==> src/rtl/mode_sequencer_pkg.sv <==
// mode_pkg: display-mode codes, step directions and the ring-step helper
// shared by the sequencer, mode decoder and sensor controllers.
package mode_pkg;

    typedef enum logic [3:0] {
        MODE_CLOCK = 4'b0000,
        MODE_SW    = 4'b0001,
        MODE_TIMER = 4'b0010,
        MODE_ULTRA = 4'b0100,
        MODE_DHT   = 4'b1000
    } mode_t;

    typedef enum logic {
        DIR_NEXT = 1'b0,
        DIR_PREV = 1'b1
    } dir_t;

    function automatic mode_t step_mode(input mode_t m, input dir_t d);
        mode_t w_nx;
        mode_t w_pv;
        w_nx = m == MODE_CLOCK ? MODE_SW    :
               m == MODE_SW    ? MODE_TIMER :
               m == MODE_TIMER ? MODE_ULTRA :
               m == MODE_ULTRA ? MODE_DHT   : MODE_CLOCK;
        w_pv = m == MODE_CLOCK ? MODE_DHT   :
               m == MODE_SW    ? MODE_CLOCK :
               m == MODE_TIMER ? MODE_SW    :
               m == MODE_ULTRA ? MODE_TIMER : MODE_ULTRA;
        return d == DIR_NEXT ? w_nx : w_pv;
    endfunction

endpackage

==> src/rtl/mode_sequencer_if.sv <==
// mode_sequencer_if: button/timer/busy inputs and mode outputs of the sequencer.
interface mode_sequencer_if;

    logic       iBtn_Next;
    logic       iBtn_Prev;
    logic       iAuto_En;
    logic       iTick_1Hz;
    logic       iBusy_Ultra;
    logic       iBusy_DHT;
    logic [3:0] oMode;
    logic       oMode_Chg;
    logic       oPending;

    modport master (
        output iBtn_Next, iBtn_Prev, iAuto_En, iTick_1Hz, iBusy_Ultra, iBusy_DHT,
        input  oMode, oMode_Chg, oPending
    );

    modport slave (
        input  iBtn_Next, iBtn_Prev, iAuto_En, iTick_1Hz, iBusy_Ultra, iBusy_DHT,
        output oMode, oMode_Chg, oPending
    );

endinterface

==> src/rtl/mode_sequencer_rise_edge_det.sv <==
// rise_edge_det: samples a level and flags its rising edge; history resets
// high so a level held across reset never looks like a fresh press.
module rise_edge_det (
    input  logic i_clk,
    input  logic i_rst,
    input  logic i_level,
    output logic o_rise
);

    logic r_lvl;
    logic r_hist;

    always_ff @(posedge i_clk or posedge i_rst) begin
        if (i_rst) begin
            r_lvl  <= 1'b1;
            r_hist <= 1'b1;
        end else begin
            r_lvl  <= i_level;
            r_hist <= r_lvl;
        end
    end

    assign o_rise = r_lvl & ~r_hist;

endmodule

==> src/rtl/mode_sequencer.sv <==
// mode_sequencer: steps the display-mode ring from buttons or the auto timer,
// deferring a step out of a sensor mode while that sensor is busy.
module mode_sequencer
    import mode_pkg::*;
#(
    parameter int AUTO_SEC = 5
) (
    input  logic             iClk,
    input  logic             iRst,
    mode_sequencer_if.slave  bus
);

    logic       w_next_e;
    logic       w_prev_e;
    logic       w_any_e;
    logic       w_man;
    logic       w_dwell_hit;
    logic       w_auto;
    logic       w_req;
    logic       w_blocked;
    logic       w_man_applied;
    dir_t       w_dir;
    mode_t      r_mode;
    logic       r_chg;
    logic       r_pend;
    dir_t       r_pend_dir;
    logic [3:0] r_dwell;
    logic       r_busy_u;
    logic       r_busy_d;

    rise_edge_det u_next (.i_clk(iClk), .i_rst(iRst), .i_level(bus.iBtn_Next), .o_rise(w_next_e));
    rise_edge_det u_prev (.i_clk(iClk), .i_rst(iRst), .i_level(bus.iBtn_Prev), .o_rise(w_prev_e));

    assign w_any_e       = w_next_e | w_prev_e;
    assign w_man         = w_next_e ^ w_prev_e;
    assign w_dir         = (w_man & w_prev_e) ? DIR_PREV : DIR_NEXT;
    assign w_dwell_hit   = bus.iAuto_En & bus.iTick_1Hz & (r_dwell == 4'(AUTO_SEC - 1));
    // any button edge, even a cancelled Next+Prev pair, suppresses the auto step
    assign w_auto        = w_dwell_hit & ~w_any_e;
    assign w_req         = w_man | w_auto;
    assign w_blocked     = (r_mode == MODE_ULTRA & r_busy_u) | (r_mode == MODE_DHT & r_busy_d);
    assign w_man_applied = w_man & ~r_pend & ~w_blocked;

    always_ff @(posedge iClk or posedge iRst) begin
        if (iRst) begin
            r_mode     <= MODE_CLOCK;
            r_chg      <= 1'b0;
            r_pend     <= 1'b0;
            r_pend_dir <= DIR_NEXT;
            r_dwell    <= 4'd0;
            r_busy_u   <= 1'b0;
            r_busy_d   <= 1'b0;
        end else begin
            r_busy_u <= bus.iBusy_Ultra;
            r_busy_d <= bus.iBusy_DHT;
            r_chg    <= 1'b0;
            r_dwell  <= (~bus.iAuto_En | w_dwell_hit | w_man_applied) ? 4'd0 : r_dwell + 4'(bus.iTick_1Hz);
            if (r_pend) begin
                if (!w_blocked) begin
                    r_mode <= step_mode(r_mode, r_pend_dir);
                    r_chg  <= 1'b1;
                    r_pend <= 1'b0;
                end else if (w_req && w_dir != r_pend_dir) begin
                    r_pend <= 1'b0;
                end
            end else if (w_req) begin
                if (w_blocked) begin
                    r_pend     <= 1'b1;
                    r_pend_dir <= w_dir;
                end else begin
                    r_mode <= step_mode(r_mode, w_dir);
                    r_chg  <= 1'b1;
                end
            end
        end
    end

    assign bus.oMode     = r_mode;
    assign bus.oMode_Chg = r_chg;
    assign bus.oPending  = r_pend;

endmodule
==> src/flat_wrapper.sv <==
// flat-port wrapper written by rule: the top's interface ports become plain ports
module mode_sequencer_flat import mode_pkg::*;
#(
    parameter int AUTO_SEC = 5
)
  (iClk, iRst, bus_iBtn_Next, bus_iBtn_Prev, bus_iAuto_En, bus_iTick_1Hz, bus_iBusy_Ultra, bus_iBusy_DHT, bus_oMode, bus_oMode_Chg, bus_oPending);
  mode_sequencer_if bus_i ();
  input  logic iClk;
  input  logic iRst;
  input wire logic [$bits(bus_i.iBtn_Next)-1:0] bus_iBtn_Next;
  input wire logic [$bits(bus_i.iBtn_Prev)-1:0] bus_iBtn_Prev;
  input wire logic [$bits(bus_i.iAuto_En)-1:0] bus_iAuto_En;
  input wire logic [$bits(bus_i.iTick_1Hz)-1:0] bus_iTick_1Hz;
  input wire logic [$bits(bus_i.iBusy_Ultra)-1:0] bus_iBusy_Ultra;
  input wire logic [$bits(bus_i.iBusy_DHT)-1:0] bus_iBusy_DHT;
  output wire logic [$bits(bus_i.oMode)-1:0] bus_oMode;
  output wire logic [$bits(bus_i.oMode_Chg)-1:0] bus_oMode_Chg;
  output wire logic [$bits(bus_i.oPending)-1:0] bus_oPending;
  assign bus_i.iBtn_Next = bus_iBtn_Next;
  assign bus_i.iBtn_Prev = bus_iBtn_Prev;
  assign bus_i.iAuto_En = bus_iAuto_En;
  assign bus_i.iTick_1Hz = bus_iTick_1Hz;
  assign bus_i.iBusy_Ultra = bus_iBusy_Ultra;
  assign bus_i.iBusy_DHT = bus_iBusy_DHT;
  assign bus_oMode = bus_i.oMode;
  assign bus_oMode_Chg = bus_i.oMode_Chg;
  assign bus_oPending = bus_i.oPending;
  mode_sequencer #(.AUTO_SEC(AUTO_SEC)) u_core (.iClk(iClk), .iRst(iRst), .bus(bus_i));
endmodule
==> config.mk <==
export PLATFORM = sky130hd
export DESIGN_NAME = mode_sequencer_flat
export DESIGN_NICKNAME = d
export VERILOG_FILES = /design/src/rtl/mode_sequencer_pkg.sv /design/src/rtl/mode_sequencer_if.sv /design/src/rtl/mode_sequencer_rise_edge_det.sv /design/src/rtl/mode_sequencer.sv /design/src/flat_wrapper.sv
export SDC_FILE = /design/constraint.sdc
export NUM_CORES = 1
export LEC_CHECK = 0
export CELL_PAD_IN_SITES_DETAIL_PLACEMENT = 1
export CELL_PAD_IN_SITES_GLOBAL_PLACEMENT = 2
export CORE_ASPECT_RATIO = 0.9
export CORE_MARGIN = 3
export CORE_UTILIZATION = 30
export DETAILED_ROUTE_END_ITERATION = 16
export PLACE_DENSITY = 0.74
export SLEW_MARGIN = 25
export SYNTH_ARGS = -nofsm -noshare
export SYNTH_HDL_FRONTEND = slang
export SYNTH_HIERARCHICAL = 1
export SYNTH_SLANG_ARGS = --single-unit
==> constraint.sdc <==
create_clock -name iClk -period 2.2 [get_ports iClk]
set_clock_uncertainty 0.15 [all_clocks]
set_input_delay 0.44 -clock iClk [delete_from_list [all_inputs] [get_ports iClk]]
set_output_delay 0.44 -clock iClk [all_outputs]
set_load 0.005 [all_outputs]
==> metrics, run 1 <==
status finished clean; most frequent cells in the layout clkdlybuf4s50_1, dfrtp_1, nor2_1, inv_1; clock sinks 17; via count 617; dominant cell type by area after synthesis dfrtp_1; drt via density 4.60; Crit path max-delay family flip-flops; Total GRT Usage 10.0%; die footprint 3600 µm²; RSZ-0062 raised after global routing false; CP max FO 3; post-CTS setup buffers 0; Max Cap Viol 0; post-synth top area share 37.2%; CTS buffer count 3; M1 GR Usage 12.9%; CTS tree done; final setup violation count 0; clock latency on the worst-skew pair 0.28 ns; Cells after Synth 77; met3 Use GR 3.54%; Die H 57.2 µm; Slew Limit Fails 0; critical-path cell list nor2b_4 -> inv_1 -> ha_1 -> a311oi_4 -> nor2_2 -> mux2_1; simple-gate share of the synthesized area 19.3%; core area 2620 µm²; fin crit period 2.06 ns; Worst slew margin 65.2%; Top-Level Pins 14; detailed-placement wirelength estimate 1.37 mm; multiplexer area fraction after synthesis 4.15%; largest family of logic cells by synthesized area simple AND/OR/NAND/NOR gates; GR Overflow Total 0; worst r2r dst u_core/bus.oMode[3]; worst hold stages 0; min-delay src u_core/u_next/r_lvl; Layout Nets 109; Finished Layout Cells 134; Area Growth Syn to Fin 25.3%; first-pass GRT wire length 2.83 mm; R2R depth 6; Total Wirelength 1.69 mm; Area contributors post-synth dfrtp_1, dfstp_2, ha_1; vias in the first global route 597; Max Freq 0.487 GHz; Worst R2R Start u_core/u_next/r_lvl; Clock Path Buffers 2; async set-reset flop share out of synthesis 100%; Final Instance Area 1100 µm²; crit path DAT 2.07 ns; final worst-path cycle share 93.4%; Hold EP u_core/u_next/r_hist; WP buf/inv 1; first drt pass iteration count 2; fraction of the mapped netlist area in adder cells 5.72%; clock slew at reported path FFs 0.09 ns; Port Buf Inserts 13; Cell Rows 17; Post-Place Cells 130; PD cells 922 nW/µm²; Worst Hold Class register to register; DIE WIDTH 62.9 µm; CP Class register to register; # diodes 0; ANT nets after route 0; Mapped Area 875 µm²; root buf cell clkbuf_4; cts repair resizes 0; Placer Congestion 0.712; Fin Hold WS 0.222 ns; gr busiest metal met2; worst-margin pin slew 0.521 ns; Residual DRC 0; Initial Util 33.4%; GR Util met2 16.5%; H-tree levels 1; peak supply drop 0.333 mV; Final Hold Vio Count 0; Mean Syn Cell Area 11.4 µm²; ys flop type dfrtp_1; Setup WS pre-CTS -0.0156 ns; Crit. End Element register; post-synthesis sequential area ratio 49.2%; worst path required time 2.22 ns; XOR/XNOR Fraction of Synth Area 5.01%; largest net degree at the start of global routing 14; CP Launch Type register; DP Area 1070 µm²; crit path max-delay cell type dfstp_2; r2r setup slk 0.14 ns; Mapped Nets 89; Synth Warn # 6; WL/cell 12.6 µm; drt initial violations 18; leakage power 0.480 nW; layout cells sized above 1 16.7%; Synth Register Bits 17; Synth Area in Compound Gates 13.0%; # hold bufs at CTS 0; Yosys cell types 34; initial antenna violation count 0; final setup margin 0.145 ns; CP peak stage delay 0.54 ns; Post-synth EDFFs 0
registers in the layout, summed over array words and instances (netlist names):
register and cells:
u_core/bus.oPending 1, u_core/u_next/r_lvl 1, u_core/u_prev/r_lvl 1, u_core/bus.oMode 4, u_core/r_busy_u 1, u_core/r_dwell 4
u_core/bus.oMode_Chg 1, u_core/u_next/r_hist 1, u_core/r_pend_dir 1, u_core/u_prev/r_hist 1, u_core/r_busy_d 1
cells by family after synthesis:
logic type	after synthesis
adder cells (fa/ha/maj)	4
multiplexers	3
AND/OR/NAND/NOR	27
XOR/XNOR	5
buffers and inverters	8
flip-flops	17
AO/OA/AOI/OAI	13
routing by layer:
metal / share of wire [%] / wire length (µm)
met2: 48 / 801
met1: 47 / 799
met5: 0 / 0
met4: 0.77 / 13
met3: 4.2 / 71
cell type report:
cell class	instances	area [µm²]
clock buffers	4	26.3
fillers	315	1520
inverters	7	26.3
multi-input cells	52	413
flip-flops and latches	17	430
well taps	38	47.5
repair buffers	16	153
cells in the mapped netlist, types with 2 or more instances:
cell type and n:
nand2_1 3, mux2_1 2, xor2_1 4, ha_1 4
nand3b_1 4, and2_1 2, nor2_1 8, nor2b_4 2
dfrtp_1 13, dfstp_2 4, inv_1 7, o21ai_1 2
worst max path at each step:
stage	from	to	slack (ns)	cells past startpoint
floorplan	u_core/u_next/r_lvl	u_core/bus.oMode[3]	0.15	6
global placement	bus_iAuto_En	u_core/r_pend_dir	0.05	5
detailed placement	bus_iAuto_En	u_core/r_pend_dir	-0.02	5
CTS	u_core/u_next/r_lvl	u_core/bus.oMode[3]	0.12	6
global route	u_core/u_next/r_lvl	u_core/bus.oMode[2]	0.04	8
finish	u_core/u_next/r_lvl	u_core/bus.oMode[3]	0.14	6
through the flow:
step / utilization, % / setup TNS, ns / power, mW
finish: 41.9 / 0 / 1.01
detailed placement: 40.9 / -0.0156 / 0.864
CTS: 41.9 / 0 / 1.03
floorplan: - / 0 / 0.686
global route: 41.9 / 0 / 1.09
global placement: 40.9 / 0 / 0.848
where the power goes:
part	switching [mW]	internal [mW]	total, mW
Combinational	0.151	0.225	0.376
Sequential	0.0962	0.375	0.472
Clock	0.0926	0.0704	0.163
Total	0.340	0.671	1.01
No activity file was read; power rests on OpenSTA's default activity.
==> run 2, diff against run 1 <==
Settings changed: ABC_AREA set to 1, CORE_UTILIZATION 30 to 27.
==> run 2 against run 1 <==
Net effect: cell count is 31% higher; via count rose by 21%; largest cell class unchanged; largest power group is now combinational logic; sequential share of layout area is 2.5 points lower; flip-flop and latch count is the same; critical endpoint is now bus_oMode[0]; critical path depth down 5; highest routed layer unchanged; wire length grew 16%; combinational power up 19%; design area is 6.8% higher.
==> metrics, run 2 <==
DIE WIDTH 68.1 µm (+8.2%); GR Overflow Total 0 (unchanged); Total GRT Usage 11.5% (+1.4 points); largest family of logic cells by synthesized area simple AND/OR/NAND/NOR gates; Max Cap Viol 0 (unchanged); Die H 61.9 µm (+8.1%); ys flop type dfrtp_1; Final Instance Area 1170 µm² (+6.8%); Top-Level Pins 14 (unchanged); Post-Place Cells 171 (+32%); Initial Util 29.4% (-4.0 points); post-CTS setup buffers 0 (unchanged); layout cells sized above 1 19.5% (+2.9 points); worst r2r dst u_core/bus.oMode[1]; Area contributors post-synth dfrtp_1, dfstp_2, nand2_1; most common cell after layout, fill and taps aside nand2_1; die footprint 4210 µm² (+17%); Final Hold Vio Count 0 (unchanged); XOR/XNOR Fraction of Synth Area 1.87% (-3.1 points); post-synthesis sequential area ratio 46.0% (-3.2 points); dominant cell type by area after synthesis dfrtp_1; Max Freq 0.534 GHz (+9.7%); Total Wirelength 1.96 mm (+16%); Worst R2R Start u_core/u_next/r_lvl; r2r setup slk 0.43 ns (+0.29 ns); Crit. End Element output pin; final setup violation count 0 (unchanged); first-pass GRT wire length 3.56 mm (+26%); Worst Hold Class register to register; crit path max-delay cell type clkdlybuf4s50_1; Cell Rows 19 (+2); first drt pass iteration count 2 (unchanged); CTS buffer count 3 (unchanged); critical-path cell list clkdlybuf4s50_1; Synth Register Bits 17 (unchanged); CP max FO 6 (+3); Cells after Synth 115 (+49%); crit path DAT 1.28 ns (-0.79 ns); Setup WS pre-CTS 0.319 ns (+0.335 ns); Mean Syn Cell Area 8.14 µm² (-28%); # fillers 398 (+26%); Clock Path Buffers 2 (unchanged); min-delay src u_core/u_prev/r_lvl; Tot Pwr 1.12 mW (+10%); final setup margin 0.326 ns (+0.181 ns); root buf cell clkbuf_8; R2R depth 12 (+6); clock latency on the worst-skew pair 0.25 ns (-0.03 ns); Worst slew margin 65.3% (+0.15 points); Slew Limit Fails 0 (unchanged); total negative slack 0 ns (unchanged); detailed-placement wirelength estimate 1.61 mm (+18%); Finished Layout Cells 175 (+31%); clock slew at reported path FFs 0.06 ns (-0.03 ns); status finished clean; drt via density 4.25 (-7.7%); Port Buf Inserts 13 (unchanged); CP Launch Type register; Crit path max-delay family buffers and inverters; leakage power 0.576 nW (+20%); WP buf/inv 1 (unchanged); worst-margin pin slew 0.519 ns (-0.00217 ns); multiplexer area fraction after synthesis 0% (-4.1 points); peak supply drop 0.491 mV (+47%); Area Growth Syn to Fin 25.1%; fraction of the mapped netlist area in adder cells 5.35% (-0.37 points); Post-synth EDFFs 0 (unchanged); cts repair resizes 0 (unchanged); simple-gate share of the synthesized area 34.2% (+15 points); Mapped Area 936 µm² (+7.0%); most common library cells after synthesis nand2_1, inv_1, dfrtp_1, nor2_1, nand3_1; post-synth top area share 34.8% (-2.4 points); worst hold stages 0 (unchanged); Synth Warn # 6 (unchanged); CTS tree done; Layout Nets 146 (+34%); WL/cell 11.2 µm (-11%); DP Area 1130 µm² (+5.3%); most frequent cells in the layout nand2_1, inv_1, clkdlybuf4s50_1, nor2_1, dfrtp_1; CP peak stage delay 0.56 ns (+0.02 ns); CP Class register to output pin; drt initial violations 15 (-3); worst path required time 1.61 ns (-0.61 ns); fin crit period 1.87 ns (-0.181 ns); Synth Area in Compound Gates 4.14% (-8.9 points); # diodes 0 (unchanged); Residual DRC 0 (unchanged); most numerous cell in the Yosys netlist nand2_1; # hold bufs at CTS 0 (unchanged); core area 3190 µm² (+22%); initial antenna violation count 0 (unchanged); Mapped Nets 127 (+43%); Placer Congestion 0.754 (+5.8%); via count 744 (+21%); H-tree levels 1 (unchanged); Yosys cell types 20 (-41%); largest net degree at the start of global routing 14 (unchanged); RSZ-0062 raised after global routing false; final worst-path cycle share 85.2% (-8.2 points); async set-reset flop share out of synthesis 100% (unchanged); PD cells 953 nW/µm² (+3.4%); vias in the first global route 800 (+34%); Hold EP u_core/u_prev/r_hist; clock sinks 17 (unchanged); ANT nets after route 0 (unchanged)
run 2: changes by cell type after synthesis, moves of 4 or more:
| cell | previous run | this run |
|---|---|---|
| nand2_1 | 3 | 27 |
| nand3_2 | 0 | 6 |
| nor2_1 | 8 | 13 |
| nand3_1 | 1 | 10 |
| nand3b_1 | 4 | 0 |
| inv_1 | 7 | 17 |
run 2: how the worst max path moves through the flow:
stage                        start             endpoint  slack [ns]  depth (start not counted)
3_3_place_gp          bus_iAuto_En  u_core/bus.oMode[2]        0.35                          8
2_1_floorplan  u_core/u_next/r_lvl  u_core/bus.oMode[1]        0.59                         12
4_1_cts        u_core/bus.oMode[0]         bus_oMode[0]        0.31                          1
3_5_place_dp          bus_iAuto_En  u_core/bus.oMode[3]        0.32                          8
5_1_grt        u_core/bus.oMode[0]         bus_oMode[0]        0.25                          1
6_report       u_core/bus.oMode[0]         bus_oMode[0]        0.33                          1
run 2: area by class of cell:
type	count	area, µm²	share of cell area, %
Inverter	21	78.8	6.73
Sequential cell	17	430	36.8
Timing Repair Buffer	14	138	11.8
Clock buffer	4	45.0	3.85
Tap cell	42	52.6	4.49
Multi-Input combinational cell	77	427	36.4
run 2: kinds of logic (layout without fill, tap and decap cells):
logic type	count (synthesis)	after routing
AND/OR/NAND/NOR	64	64
buffers and inverters	21	39
flip-flops	17	17
AO/OA/AOI/OAI	7	7
adder cells (fa/ha/maj)	4	4
XOR/XNOR	2	2
run 2: layer usage:
| layer | wire length, µm | GRT usage, % |
|---|---|---|
| met5 | 0 | 0 |
| met4 | 8 | 2.55 |
| met3 | 97 | 4.50 |
| met2 | 950 | 19.8 |
| met1 | 900 | 13.5 |
run 2: worst register-to-register path, stage by stage, from the launching register on:
cell and delay [ns]:
dfstp_2 0.53, inv_1 0.04, nor2_2 0.07, inv_1 0.06
ha_1 0.24, inv_1 0.08, nand2_1 0.06, o21ai_2 0.08
nand2_1 0.07, nand2_1 0.06, clkinv_1 0.05, nand3_1 0.10
nand2_1 0.06
run 2: per-stage QoR:
| step | hold WS, ns | utilization (%) |
|---|---|---|
| 2_1_floorplan | 0.167 | - |
| 3_3_place_gp | 0.207 | 35.3 |
| 3_5_place_dp | 0.209 | 35.3 |
| 4_1_cts | 0.219 | 36.8 |
| 5_1_grt | 0.226 | 36.8 |
| 6_report | 0.216 | 36.8 |
run 2: power breakdown:
part	switching [mW]	internal (mW)	total (mW)
logic	0.251	0.196	0.447
registers	0.0692	0.370	0.440
clock network	0.101	0.129	0.230
==> RTL change: new RTL, settings of run 2 <==
Reset style: synchronous (`iRst` and `i_rst`), changed in 2 clocked blocks.
--- a/src/rtl/mode_sequencer_rise_edge_det.sv
+++ b/src/rtl/mode_sequencer_rise_edge_det.sv
@@ -11,5 +11,5 @@
     logic r_hist;
 
-    always_ff @(posedge i_clk or posedge i_rst) begin
+    always_ff @(posedge i_clk) begin
         if (i_rst) begin
             r_lvl  <= 1'b1;
--- a/src/rtl/mode_sequencer.sv
+++ b/src/rtl/mode_sequencer.sv
@@ -42,5 +42,5 @@
     assign w_man_applied = w_man & ~r_pend & ~w_blocked;
 
-    always_ff @(posedge iClk or posedge iRst) begin
+    always_ff @(posedge iClk) begin
         if (iRst) begin
             r_mode     <= MODE_CLOCK;
Function: differs if iRst is asserted again (counterexample within 4 cycles, from zero or initial values and one cycle with iRst high); with iRst held inactive, the same outputs for 10 cycles.
==> RTL change against run 2 <==
- wire length increased by 2.7%
- global-route usage increased by 0.17 points
- register-to-register slack improved by 0.10 ns
- setup slack improved by 0.021 ns
- synthesized area decreased by 4.4%
- sequential cell count unchanged
- critical path depth unchanged
- cell area decreased by 3.5%
- count of clock-buffer cells in the layout unchanged
- synthesized cell count increased by 17%
Power is not compared: it rests on default switching activity, and its combinational part moved more than twofold at a synthesized area within 25%.
==> RTL change: results (changes against run 2) <==
qor: outcome.outcome completed
qor: cells_and_area.final.signal_inverter_count 24 [+14%]
qor: drt.met3_wirelength 85 µm [-12%]
qor: cells_and_area.post-route-util 36.3% [-0.48 points]
qor: cells_and_area.multiin_comb 94 [+22%]
qor: cells_and_area.area_share_clock_buf_inv 3.99% [+0.14 points]
qor: drt.detailroute.wirelength.met2 849 µm [-11%]
qor: cells_and_area.reg_area 340 µm² [-21%]
qor: yosys.synthTopCellsByCount nor2_1, nand2_1, inv_1
qor: drt.drt_pre_antenna_iters 4 [+2]
qor: cells_and_area.area_dominant_class multi-input combinational cells
qor: drt.wl_per_cell 10.3 µm [-7.8%]
qor: timing.fin_worst_hold_slack 0.277 ns [+0.0608 ns]
qor: worst_setup_path.ff2ff_setup_slack 0.53 ns [+0.10 ns]
qor: cells_and_area.finish.net_count 166 [+14%]
qor: worst_setup_path.worstRegToRegCells 11 [-1]
qor: grt.first_global_vias 808 [+1.0%]
qor: worst_setup_path.cp_max_fo 5 [-1]
qor: hold_path.timing.hold.worst.start u_core/u_prev/r_lvl$_SDFF_PP1_
qor: yosys.synth.yosys.seq_area_share 38.0% [-7.9 points]
qor: place.post_dp_cell_area 1080 µm² [-3.7%]
qor: hold_path.timing.hold.worst_path_depth 2 [+2]
qor: floorplan.dieArea 4040 µm² [-4.0%]
qor: place.pre_cts_setup_slack 0.298 ns [-0.0207 ns]
qor: grt.global_route.usage.total 11.6% [+0.17 points]
qor: hold_path.min_to u_core/u_prev/r_hist$_SDFF_PP1_
qor: yosys.post_synth_inst_count 135 [+17%]
qor: drt.routedLengthMet1 1.06 mm [+18%]
qor: yosys.synth_async_sr_flop_share 0% [-100 points]
qor: worst_setup_path.timing.rr.start u_core/u_next/r_lvl$_SDFF_PP1_
qor: timing.worst_slew_pin_slew 0.329 ns [-0.190 ns]
qor: yosys.synthDistinctLibCells 15 [-25%]
qor: grt.grt_pass1_wl 3.53 mm [-0.79%]
qor: worst_setup_path.regToRegEndpoint u_core/bus.oMode[0]$_SDFFE_PP0P_
qor: drt.num_vias 837 [+13%]
qor: drt.detailed_route_wl 2.01 mm [+2.7%]
qor: yosys.synth.net_count 147 [+16%]
qor: place.total_instance_count_after_detailed_placement 191 [+12%]
qor: place.dp_hpwl 1.62 mm [+0.79%]
RTL change: cell count changes after synthesis, moves of 4 or more:
cell / delta
a21oi_1: +4
dfstp_2: -4
inv_1: +6
dfrtp_1: -13
dfxtp_1: +17
nor2_1: +18
RTL change: power by group through the flow:
stage	clock (mW)	sequential (mW)	combinational, mW
4_1_cts	0.246	0.335	0.126
3_5_place_dp	0	0.342	0.125
2_1_floorplan	0	0.341	0.0735
5_1_grt	0.260	0.336	0.144
3_3_place_gp	0	0.341	0.124
6_report	0.233	0.334	0.125
RTL change: worst max-delay path by stage:
stage	start	to	slack, ns	depth (start not counted)
global route	u_core/bus.oMode[1]$_SDFFE_PP0P_	bus_oMode[1]	0.27	1
global placement	bus_iTick_1Hz	u_core/bus.oMode[2]$_SDFFE_PP0P_	0.34	8
CTS	u_core/bus.oMode[1]$_SDFFE_PP0P_	bus_oMode[1]	0.33	1
finish	u_core/bus.oMode[1]$_SDFFE_PP0P_	bus_oMode[1]	0.35	1
detailed placement	bus_iTick_1Hz	u_core/bus.oMode[1]$_SDFFE_PP0P_	0.30	8
floorplan	u_core/u_next/r_lvl$_SDFF_PP1_	u_core/bus.oMode[0]$_SDFFE_PP0P_	0.76	12
RTL change: cells by family (layout without fill, tap and decap cells):
| logic type | Yosys count | after routing | synth area share (%) |
|---|---|---|---|
| AO/OA/AOI/OAI | 7 | 7 | 4.20 |
| XOR/XNOR | 2 | 2 | 1.96 |
| adder cells (fa/ha/maj) | 4 | 4 | 5.59 |
| AND/OR/NAND/NOR | 81 | 81 | 39.9 |
| buffers and inverters | 24 | 42 | 10.3 |
| flip-flops | 17 | 17 | 38.0 |
RTL change: layer usage:
metal,global-route usage (%),vias up
li1,-,445
met1,16.3,376
met2,16.8,14
met3,2.96,2
met4,5.22,0
met5,0,-
